**src/rtl/sinw_pkg.sv**
```systemverilog
// Constants shared by the sine-wave generator blocks: data widths, the CORDIC
// gain-compensated amplitude and the quarter/half-circle phase points.
package sinw_pkg;

    localparam int W    = 17;
    localparam int PW   = 16;
    localparam int AMPL = 19898;

    localparam logic [PW-1:0] PHASE_90  = 16'h4000;
    localparam logic [PW-1:0] PHASE_180 = 16'h8000;

    function automatic logic [W-1:0] sext_phase(input logic [PW-1:0] v);
        return {{(W-PW){v[PW-1]}}, v};
    endfunction

endpackage

```
**src/rtl/quad_fold.sv**
```systemverilog
// Folds a full-circle phase into the rotator convergence range [-90deg, +90deg),
// flipping the sign of the amplitude for the two left-half quadrants.
module quad_fold
    import sinw_pkg::*;
(
    input  logic [PW-1:0] p_i,
    output logic [W-1:0]  x_o,
    output logic [W-1:0]  z_o
);

    localparam logic [W-1:0] AMPL_W = W'(AMPL);

    logic [1:0]    quad;
    logic [PW-1:0] p_shift;

    assign quad    = p_i[PW-1:PW-2];
    assign p_shift = p_i - PHASE_180;

    always_comb begin
        x_o = AMPL_W;
        z_o = sext_phase(p_i);
        // Quadrants 1 and 2 rotate by 180deg, which negates the amplitude.
        if (quad == 2'd1 || quad == 2'd2) begin
            x_o = -AMPL_W;
            z_o = sext_phase(p_shift);
        end
    end

endmodule

```
**src/rtl/cordic_phase_gen.sv**
```systemverilog
// Phase accumulator with sample-rate divider and shadowed tuning word; emits
// folded rotator inputs through a valid/ready slot with a sticky overrun flag.
module cordic_phase_gen
    import sinw_pkg::*;
#(
    parameter int DIV = 4
) (
    input  logic          clk,
    input  logic          rst,
    input  logic          en_i,
    input  logic [15:0]   ftw_i,
    input  logic          ftw_load_i,
    input  logic          sync_i,
    output logic [W-1:0]  x_o,
    output logic [W-1:0]  y_o,
    output logic [W-1:0]  z_o,
    output logic          valid_o,
    input  logic          ready_i,
    output logic          overrun_o
);

    localparam logic [15:0] DIV_LAST = 16'(DIV - 1);

    logic [15:0]   div_cnt_q, div_cnt_d;
    logic [PW-1:0] phase_q, phase_d;
    logic [15:0]   ftw_q, ftw_d;
    logic [15:0]   ftw_sh_q, ftw_sh_d;
    logic [W-1:0]  x_q, x_d;
    logic [W-1:0]  z_q, z_d;
    logic          valid_q, valid_d;
    logic          overrun_q, overrun_d;

    logic          tick;
    logic          slot_free;
    logic [W-1:0]  fold_x;
    logic [W-1:0]  fold_z;

    quad_fold u_fold (
        .p_i (phase_q),
        .x_o (fold_x),
        .z_o (fold_z)
    );

    assign tick      = en_i && (div_cnt_q == DIV_LAST) && !sync_i;
    assign slot_free = !valid_q || ready_i;

    always_comb begin
        div_cnt_d = div_cnt_q;
        phase_d   = phase_q;
        ftw_d     = ftw_q;
        ftw_sh_d  = ftw_sh_q;
        x_d       = x_q;
        z_d       = z_q;
        valid_d   = valid_q;
        overrun_d = overrun_q;

        if (sync_i) begin
            div_cnt_d = '0;
            phase_d   = '0;
        end else if (en_i) begin
            div_cnt_d = tick ? 16'd0 : div_cnt_q + 16'd1;
        end

        if (ftw_load_i) begin
            ftw_sh_d = ftw_i;
        end

        // The sample is the pre-increment phase; the increment uses the old FTW.
        if (tick) begin
            ftw_d   = ftw_load_i ? ftw_i : ftw_sh_q;
            phase_d = phase_q + ftw_q;
        end

        if (tick && slot_free) begin
            x_d     = fold_x;
            z_d     = fold_z;
            valid_d = 1'b1;
        end else if (tick) begin
            overrun_d = 1'b1;
        end else if (valid_q && ready_i) begin
            valid_d = 1'b0;
        end
    end

    always_ff @(posedge clk) begin
        if (!rst) begin
            div_cnt_q <= '0;
            phase_q   <= '0;
            ftw_q     <= '0;
            ftw_sh_q  <= '0;
            x_q       <= '0;
            z_q       <= '0;
            valid_q   <= 1'b0;
            overrun_q <= 1'b0;
        end else begin
            div_cnt_q <= div_cnt_d;
            phase_q   <= phase_d;
            ftw_q     <= ftw_d;
            ftw_sh_q  <= ftw_sh_d;
            x_q       <= x_d;
            z_q       <= z_d;
            valid_q   <= valid_d;
            overrun_q <= overrun_d;
        end
    end

    assign x_o       = x_q;
    assign y_o       = '0;
    assign z_o       = z_q;
    assign valid_o   = valid_q;
    assign overrun_o = overrun_q;

endmodule

```
**config.mk**
```make
export PLATFORM = sky130hd
export DESIGN_NAME = cordic_phase_gen
export DESIGN_NICKNAME = d
export VERILOG_FILES = /design/src/rtl/sinw_pkg.sv /design/src/rtl/quad_fold.sv /design/src/rtl/cordic_phase_gen.sv
export SDC_FILE = /design/constraint.sdc
export NUM_CORES = 1
export LEC_CHECK = 0
export BUFFER_PORTS_ARGS = -buffer_cell sky130_fd_sc_hd__buf_4
export CAP_MARGIN = 10
export CORE_ASPECT_RATIO = 0.75
export CORE_UTILIZATION = 59
export CTS_BUF_LIST = sky130_fd_sc_hd__clkbuf_4 sky130_fd_sc_hd__clkbuf_8
export DETAILED_ROUTE_END_ITERATION = 16
export PLACE_DENSITY = 0.82
export SLEW_MARGIN = 5
export SYNTH_ARGS = -nofsm -noshare
export SYNTH_HDL_FRONTEND = slang
export SYNTH_HIERARCHICAL = 1
export SYNTH_SLANG_ARGS = --single-unit
```
**constraint.sdc**
```tcl
create_clock -name clk -period 3.1 [get_ports clk]
set_input_delay 0.155 -clock clk [delete_from_list [all_inputs] [get_ports clk]]
set_output_delay 0.155 -clock clk [all_outputs]
set_load 0.02 [all_outputs]
```
==> results.sh <==
export IMPL_timing_final_crit_share_pct=78.42
export IMPL_nFillCells=682
export IMPL_fp_row_count=28
export IMPL_layout_area_overhead_vs_synth_pct=6.631
export IMPL_cpPeakStageDelay_ns=0.42
export IMPL_top_level_ports=75
export IMPL_crit_arrival_ns=2.69
export IMPL_fin_hold_ws_ns=0.07604
export IMPL_finalNonFillerCells=691
export IMPL_post_synth_instance_area_um2=4981
export IMPL_antenna_found_initial=0
export IMPL_netlist_cell_type_count=55
export IMPL_antennaDiodeCount=0
export IMPL_async_reset_ff_share_pct=0
export IMPL_worst_slew_pin_slew_ns=1.133
export IMPL_count_of_input_and_output_buffers=57
export IMPL_clock_root_buffer="sky130_fd_sc_hd__clkbuf_8"
export IMPL_track_usage_pct=24.32
export IMPL_gp_routability_congestion=0.8990
export IMPL_cts_repair_timing_setup_buffer_count=0
export IMPL_post_drt_wl_per_cell_um=14.70
export IMPL_max_cap_viol_count=0
export IMPL_layout_min_cycle_time_ns=2.431
export IMPL_clkTransAtPathRegs_ns=0.10
export IMPL_grt_pass1_wl_um=16710
export IMPL_data_required_time_at_the_worst_endpoint_ns=3.36
export IMPL_commonest_non_fill_non_tap_cells_in_the_layout="sky130_fd_sc_hd__nand2_1, sky130_fd_sc_hd__dfxtp_1, sky130_fd_sc_hd__buf_4, sky130_fd_sc_hd__a21boi_1, sky130_fd_sc_hd__nor2_1"
export IMPL_fin_ws_ns=0.6689
export IMPL_ys_warn_count=6
export IMPL_fin_worst_skew_ns=0.007742
export IMPL_crit_buf_inv=1
export IMPL_layout_nets=620
export IMPL_setup_worst_path_start_class="flip-flop"
export IMPL_post_synthesis_register_bit_count=100
export IMPL_multiInputGateArea_um2=2479
export IMPL_hold_viol_final=0
export IMPL_critical_path_peak_fanout=5
export IMPL_effective_utilization_at_floorplan_pct=62.09
export IMPL_power_density_cells_nw_per_um2=425.7
export IMPL_post_cts_resize_count=0
export IMPL_cp_cell_sequence="ha_1 > inv_1 > fa_1 > nor2b_4 > o31a_1 > o31ai_4 > a211oi_1 > a21oi_1 > or3_1"
export IMPL_coreArea_um2=8023
export IMPL_irDropWorstVdd_uv=382.4
export IMPL_synth_ff_type="sky130_fd_sc_hd__dfxtp_1"
export IMPL_postRouteAntennaNets=0
export IMPL_via_per_inst=5.596
export IMPL_grt_pass1_vias=3576
export IMPL_grt_start_max_net_pins=71
export IMPL_die_area_um2=8817
export IMPL_post_synthesis_average_cell_area_um2=8.708
export IMPL_timing_final_setup_violations=0
export IMPL_dr_first_iter_drc_count=204
export IMPL_slew_headroom_pct=24.44
export IMPL_criticalPathCategory="reg2reg"
export IMPL_fp_dieW_um=108.1
export IMPL_dpl_cell_count=675
export IMPL_post_place_ws_ns=0.7090
export IMPL_worstSkewPairLatency_ns=0.37
export IMPL_critPathSlowestCell="sky130_fd_sc_hd__fa_1"
export IMPL_path_delay_family="compound AO/OA/AOI/OAI gates"
export IMPL_ys_seq_area_share_pct=40.19
export IMPL_clock_tree_htree_level_count=3
export IMPL_total_neg_setup_slack_ns=0
export IMPL_sequential_standard_cell_area_um2=2002
export IMPL_grt_overflow_total=0
export IMPL_route_detailed_drc=0
export IMPL_clock_sinks=100
export IMPL_cts_tree="built"
export IMPL_fmaxAchievable_mhz=411.3
export IMPL_most_common_library_cell_in_the_layout_ignoring_fill_and_taps="sky130_fd_sc_hd__nand2_1"
export IMPL_maxSlewViolCount=0
export IMPL_clk_buf_depth=2
export IMPL_synth_edff_count=0
export IMPL_cts_made_buffers=9
export IMPL_p_leak_nw=2.241
export IMPL_setup_repair_after_global_routing_missed_its_margin="no"
export IMPL_crit_path_end_kind="flip-flop"
export IMPL_chipHeight_um=81.57
export IMPL_hold_path_class="in2reg"
export IMPL_post_cts_hold_buffer_count=0
export IMPL_via_count=3867
export IMPL_hpwlAfterDp_um=7206
export IMPL_finalPower_mw=2.261
export IMPL_drtPass1Iterations=5
export IMPL_route_final_wire_length_um=10160
export IMPL_outcome="complete, no violations"
export IMPL_drive_gt1_share_pct=14.51
export IMPL_synthCells=572
metal layers:
layer / track usage [%] / vias up / wire, um
met2: 37.32 / 144 / 4362
met5: 0 / - / 0
met1: 33.27 / 1783 / 4930
li1: - / 1924 / -
met4: 7.534 / 0 / 108
met3: 6.667 / 16 / 758
sequential cells by signal, summed over array words and instances (netlist names):
| name | count |
|---|---|
| valid_o | 1 |
| phase_q | 16 |
| div_cnt_q | 16 |
| z_o | 17 |
| overrun_o | 1 |
| ftw_q | 16 |
| x_o | 17 |
| ftw_sh_q | 16 |
synth_stat cells (all sizes together) (2+ instances only):
cell	n	area, um2
a2111oi	2	23.77
a211oi	5	37.54
a21boi	34	255.3
a21o	2	15.01
a21oi	22	110.1
a31oi	4	25.02
and3	5	31.28
buf	63	464.2
clkbuf	16	61.30
conb	3	11.26
dfxtp	100	2002
ha	16	200.2
inv	11	41.29
mux2i	16	160.2
nand2	105	394.1
nand2b	3	18.77
nand3	12	60.06
nand4	8	56.30
nor2	26	105.1
nor2b	22	145.1
nor3	11	60.06
nor4	7	50.05
o211a	16	160.2
o21a	6	45.04
o21ai	15	75.07
o21bai	2	15.01
o22ai	2	12.51
o41ai	2	17.52
or3	7	43.79
xnor2	8	70.07
xor2	8	70.07
layout make-up:
type | instances | area share [%]
clock buffers | 11 | 2.615
clock inverters | 5 | 1.154
inverters | 11 | 0.7774
multi-input cells | 398 | 46.67
flip-flops and latches | 100 | 37.69
well taps | 105 | 2.474
repair buffers | 61 | 8.622
power breakdown:
| group | total [mW] | switching [mW] | internal, mW |
|---|---|---|---|
| Clock | 0.851 | 0.454 | 0.396 |
| Sequential | 1.30 | 0.00443 | 1.30 |
| Combinational | 0.109 | 0.0660 | 0.0431 |
cell families (layout without fill, tap and decap cells):
group,count (synthesis),in the layout,synth area share (%)
fa+ha+maj,17,17,4.421
flops,100,100,40.19
mux,16,16,3.215
simple gates,209,209,19.94
compound gates,121,121,17.81
buf+inv,90,88,11.38
other cells,3,19,0.2261
xor+xnor,16,16,2.813
worst paths after layout:
path / start / endpoint / slack [ns] / depth (start not counted)
max reg2reg: phase_q[0]$_SDFFE_PN0P_ / phase_q[12]$_SDFFE_PN0P_ / 0.67 / 9
max: phase_q[0]$_SDFFE_PN0P_ / phase_q[12]$_SDFFE_PN0P_ / 0.67 / 9
min reg2reg: x_o[10]$_SDFFE_PN0P_ / x_o[10]$_SDFFE_PN0P_ / 0.46 / 2
min: ftw_i[5] / ftw_sh_q[5]$_SDFF_PN0_ / 0.08 / 3
stage by stage:
step	instance area (um2)	util [%]
final	5311	66.20
after global routing	5311	66.20
after CTS	5311	66.20
after detailed placement	5111	63.71
after global placement	5111	63.71
after floorplan	5041	-
tightest hold or removal path, stage by stage:
cell and delay (ns):
sky130_fd_sc_hd__buf_4 0.08, sky130_fd_sc_hd__mux2i_1 0.07, sky130_fd_sc_hd__nor2b_1 0.11
(Power assumes the default switching activity.)
